**config.mk**
```make
export PLATFORM = sky130hd
export DESIGN_NAME = bus_arbiter
export DESIGN_NICKNAME = d
export VERILOG_FILES = /design/src/rtl/bus_arbiter_pkg.sv /design/src/rtl/bus_master_mux.sv /design/src/rtl/bus_arbiter.sv
export SDC_FILE = /design/constraint.sdc
export NUM_CORES = 1
export LEC_CHECK = 0
export ABC_AREA = 1
export BUFFER_PORTS_ARGS = -buffer_cell sky130_fd_sc_hd__clkbuf_2
export CAP_MARGIN = 20
export CORE_AREA = 4 4 125 127
export DETAILED_ROUTE_END_ITERATION = 8
export DIE_AREA = 0 0 129 131
export PLACE_DENSITY = 0.56
export SLEW_MARGIN = 20
export SYNTH_ARGS = -nofsm -noshare
export SYNTH_HDL_FRONTEND = slang
export SYNTH_SLANG_ARGS = --single-unit
```
**constraint.sdc**
```tcl
create_clock -name clk -period 4.9 [get_ports clk]
set_clock_uncertainty 0.2 [all_clocks]
set_input_delay 1.225 -clock clk [delete_from_list [all_inputs] [get_ports clk]]
set_output_delay 1.225 -clock clk [all_outputs]
set_load 0.01 [all_outputs]
```
**src/rtl/bus_arbiter_pkg.sv**
```systemverilog
// Shared bus definitions: widths, active-low levels, owner encoding and the per-master command bundle.
// Pure declarations, no timing; imported by the arbiter and its mux.
package bus_arbiter_pkg;

   localparam int BUS_ADDR_W  = 30;
   localparam int BUS_DATA_W  = 32;
   localparam int NUM_MASTERS = 4;

   localparam logic ENABLE_  = 1'b0;
   localparam logic DISABLE_ = 1'b1;

   typedef enum logic [1:0] {
      BUS_OWNER_MASTER_0 = 2'd0,
      BUS_OWNER_MASTER_1 = 2'd1,
      BUS_OWNER_MASTER_2 = 2'd2,
      BUS_OWNER_MASTER_3 = 2'd3
   } bus_owner_t;

   typedef struct packed {
      logic [BUS_ADDR_W-1:0] addr;
      logic                  as_;
      logic                  rw;
      logic [BUS_DATA_W-1:0] wr_dat;
   } bus_cmd_t;

   function automatic logic grant_level(input bus_owner_t owner, input bus_owner_t n);
      return (owner == n) ? ENABLE_ : DISABLE_;
   endfunction

endpackage

```
**src/rtl/bus_master_mux.sv**
```systemverilog
// Selects the owning master's address/strobe/direction/write-data onto the shared bus.
// Combinational, zero latency; no flow control, non-owners are ignored.
module bus_master_mux
   import bus_arbiter_pkg::*;
(
   input  bus_owner_t owner_i,
   input  bus_cmd_t   m0_cmd_i,
   input  bus_cmd_t   m1_cmd_i,
   input  bus_cmd_t   m2_cmd_i,
   input  bus_cmd_t   m3_cmd_i,
   output bus_cmd_t   bus_cmd_o
);

   always_comb begin
      bus_cmd_o = m0_cmd_i;
      case (owner_i)
         BUS_OWNER_MASTER_0: bus_cmd_o = m0_cmd_i;
         BUS_OWNER_MASTER_1: bus_cmd_o = m1_cmd_i;
         BUS_OWNER_MASTER_2: bus_cmd_o = m2_cmd_i;
         BUS_OWNER_MASTER_3: bus_cmd_o = m3_cmd_i;
         default:            bus_cmd_o = m0_cmd_i;
      endcase
   end

endmodule

```
**src/rtl/bus_arbiter.sv**
```systemverilog
// Four-master round-robin bus arbiter with parking and no pre-emption; grants decode a 2-bit owner register.
// Handover one cycle after the owner drops Req_; a holding owner blocks all others indefinitely.
module bus_arbiter
   import bus_arbiter_pkg::*;
(
   input  logic                  clk,
   input  logic                  reset_,

   input  logic                  M0BusReq_,
   input  logic                  M1BusReq_,
   input  logic                  M2BusReq_,
   input  logic                  M3BusReq_,

   output logic                  M0BusGrnt_,
   output logic                  M1BusGrnt_,
   output logic                  M2BusGrnt_,
   output logic                  M3BusGrnt_,

   input  logic [BUS_ADDR_W-1:0] M0BusAddr,
   input  logic [BUS_ADDR_W-1:0] M1BusAddr,
   input  logic [BUS_ADDR_W-1:0] M2BusAddr,
   input  logic [BUS_ADDR_W-1:0] M3BusAddr,

   input  logic                  M0BusAs_,
   input  logic                  M1BusAs_,
   input  logic                  M2BusAs_,
   input  logic                  M3BusAs_,

   input  logic                  M0BusRW,
   input  logic                  M1BusRW,
   input  logic                  M2BusRW,
   input  logic                  M3BusRW,

   input  logic [BUS_DATA_W-1:0] M0BusWrData,
   input  logic [BUS_DATA_W-1:0] M1BusWrData,
   input  logic [BUS_DATA_W-1:0] M2BusWrData,
   input  logic [BUS_DATA_W-1:0] M3BusWrData,

   output logic [BUS_ADDR_W-1:0] BusAddr,
   output logic                  BusAs_,
   output logic                  BusRW,
   output logic [BUS_DATA_W-1:0] BusWrData
);

   bus_owner_t                   owner_q;
   bus_owner_t                   owner_d;
   logic [NUM_MASTERS-1:0]       req_n;
   bus_cmd_t                     bus_cmd;

   assign req_n = {M3BusReq_, M2BusReq_, M1BusReq_, M0BusReq_};

   // Scan from farthest to nearest so the nearest requester (Owner+1) wins.
   always_comb begin
      logic [1:0] idx;
      owner_d = owner_q;
      idx     = owner_q;
      if (req_n[owner_q] == DISABLE_) begin
         for (int k = 3; k >= 1; k--) begin
            idx = owner_q + 2'(k);
            if (req_n[idx] == ENABLE_) begin
               owner_d = bus_owner_t'(idx);
            end
         end
      end
   end

   always_ff @(posedge clk or negedge reset_) begin
      if (!reset_) begin
         owner_q <= BUS_OWNER_MASTER_0;
      end else begin
         owner_q <= owner_d;
      end
   end

   assign M0BusGrnt_ = grant_level(owner_q, BUS_OWNER_MASTER_0);
   assign M1BusGrnt_ = grant_level(owner_q, BUS_OWNER_MASTER_1);
   assign M2BusGrnt_ = grant_level(owner_q, BUS_OWNER_MASTER_2);
   assign M3BusGrnt_ = grant_level(owner_q, BUS_OWNER_MASTER_3);

   bus_master_mux u_mux (
      .owner_i   (owner_q),
      .m0_cmd_i  ('{addr: M0BusAddr, as_: M0BusAs_, rw: M0BusRW, wr_dat: M0BusWrData}),
      .m1_cmd_i  ('{addr: M1BusAddr, as_: M1BusAs_, rw: M1BusRW, wr_dat: M1BusWrData}),
      .m2_cmd_i  ('{addr: M2BusAddr, as_: M2BusAs_, rw: M2BusRW, wr_dat: M2BusWrData}),
      .m3_cmd_i  ('{addr: M3BusAddr, as_: M3BusAs_, rw: M3BusRW, wr_dat: M3BusWrData}),
      .bus_cmd_o (bus_cmd)
   );

   assign BusAddr   = bus_cmd.addr;
   assign BusAs_    = bus_cmd.as_;
   assign BusRW     = bus_cmd.rw;
   assign BusWrData = bus_cmd.wr_dat;

endmodule

```
==> flow_summary.ini <==
[route]
drt_pass1_iterations = 4
drc = 0
via_per_inst = 4.356
vias = 3929
drtIter0Drc = 184
wl_per_cell_um = 13.71
ant_nets = 0
routed_wl_mm = 12.37

[synthesis]
synth_ff_type = dfrtp_1
ys_ff_latch = 2
yosysTopAreaCellShare_pct = 26.29
ys_top_cells_by_area = a32oi_1 26%, nand2_1 26%, a21oi_1 15%, inv_1 13%, buf_2 6.1%
synth_cell_types = 17
synth_area_per_cell_um2 = 5.125
syn_inst = 416
synthTopCellsByCount = 148 x nand2_1, 76 x inv_1, 65 x a21oi_1
ys_seq_area_share_pct = 2.347
synth_top_area_cell = a32oi_1
ys_warn_count = 0
synthArstFlopShare_pct = 100.0
syn_area_um2 = 2132
syn_nets = 683
synth-edff-count = 0
synth.most_common_cell = nand2_1

[timing]
finalHoldViolCount = 0
tns_ns = 0
grt_setup_unrepaired = no
fmax_mhz = 253.0
slew_headroom_pct = 55.15
worst_slew_pin_slew_ns = 0.6728
report.final.slew_viol_count = 0
min_period_ns = 3.952
setup_viol = 0
period_share_pct = 80.66
fin_hold_ws_ns = 0.5207

[setup_path]
start_kind = flip-flop
r2r_setup_slack_ns = 2.87
critPathLaunch = owner_q[0]
cp.required_ns = 3.47
worst-path-max-fanout = 37
r2r_start = owner_q[0]
critical_path_class = reg2out
worstPathArrival_ns = 2.53
r2r_cells = 9
endpoint_kind = output port
r2r_end = owner_q[0]

[placed_design]
post_dp_cell_area_um2 = 3949
gp_congestion = 0.8271
dp_hpwl_mm = 10.21
io_buffers = 329

[clocking]
cts.sinks = 2
cts_root_buffer = clkbuf_16
ctsHoldBuffers = 0
cts_buffer_depth = 2
cts_made_buffers = 3
path_clk_slew_ns = 0.03
post-cts-setup-buffer-count = 0
cts_tree = done
cts_resized = 0
cts_max_level = 1
clk_latency_ns = 0.22

[global_route]
grt_pass1_vias = 3560
gr-total-overflow = 0
grt_pass1_wl_mm = 17.04
antenna_found_initial = 0
grt_max_degree = 59
grtUsageTotal_pct = 12.32

[min_path]
min_from = owner_q[0]
whs_endpoint = owner_q[0]
hold_path.class = reg2reg
hold_depth = 2

[cells_and_area]
largest_register_ff_count = 2
antenna_cells = 0
reg_top3 = owner_q: 2 flops
finish.instance_area_um2 = 4024
final_layout_size_suffix_gt1_share_pct = 48.89
regMostFlops = owner_q
syn_to_final_growth_pct = 88.73
nNetsFinal = 987

[floorplanning]
rows = 44
start_util_pct = 14.78
die_area_um2 = 16900
io_pins = 330
die_w_um = 129
die_h_um = 131
coreArea_um2 = 14420

[flow_run]
maxCapViolations = 0

[pwr]
pwr_density_cell_nw_per_um2 = 579.2
vdd_drop_max_uv = 400.8
leakage_nw = 2.333

[run_status]
status = completed
## metal layers
layer  routed length (um)  track usage, %  up-vias
met5                    0               0        -
met4                   63           1.482        0
met3                 1099           1.829        6
met2                 6493           24.33      187
met1                 4709           14.31     1722
li1                     -               -     2014
## per-stage QoR
| step | setup WS (ns) | cells | utilization [%] | power (mW) |
|---|---|---|---|---|
| CTS | 0.9328 | 902 | 27.90 | 2.362 |
| floorplan | 1.925 | 416 | - | 1.372 |
| finish | 0.9477 | 902 | 27.90 | 2.331 |
| global route | 0.7632 | 902 | 27.90 | 2.550 |
| global placement | 1.219 | 899 | 27.38 | 2.225 |
| detailed placement | 1.162 | 899 | 27.38 | 2.230 |
## worst max path at each step
stage                         end  slack (ns)
global route        BusWrData[30]        0.76
detailed placement    BusAddr[14]        1.16
floorplan              BusAddr[0]        1.92
CTS                   BusAddr[14]        0.93
global placement      BusAddr[14]        1.22
finish                 BusAddr[4]        0.95
## critical path, stage by stage (launching register included)
cell	delay, ns
dfrtp_1	0.50
inv_1	0.30
ha_2	0.68
buf_12	0.30
nand2_1	0.08
a32oi_1	0.25
clkbuf_2	0.18
## report_power, final
group	total (mW)	leakage (nW)	switching [mW]	internal [mW]
Clock	0.122	0.0370	0.0180	0.104
Sequential	0.0452	0.0247	0.0195	0.0258
Combinational	2.16	2.27	1.30	0.862
Total	2.33	2.33	1.34	0.991
## cells by family (layout without fill, tap and decap cells)
family	after synthesis	after routing	synth area share, %
flip-flops	2	2	2.348
buffers and inverters	112	414	21.60
AO/OA/AOI/OAI	133	133	42.49
AND/OR/NAND/NOR	164	164	30.63
adder cells (fa/ha/maj)	5	5	2.934
## layout make-up
type	count	area, um2
sequential	2	50.05
inverter	76	285.3
tap	184	230.2
fill	1662	10400
timing repair buffer	335	1742
multi-input combinational	302	1642
clock buffer	3	75.07
## placed cells by master, fill, tap and decap left out, drive strengths merged
| cell type | n |
|---|---|
| nand2 | 153 |
| inv | 76 |
| clkbuf | 332 |
| a21oi | 65 |
| nor2 | 3 |
| nand3 | 8 |
| ha | 5 |
| buf | 6 |
| o21ai | 4 |
| a32oi | 64 |
| dfrtp | 2 |
No activity file was read; power rests on OpenSTA's default activity.
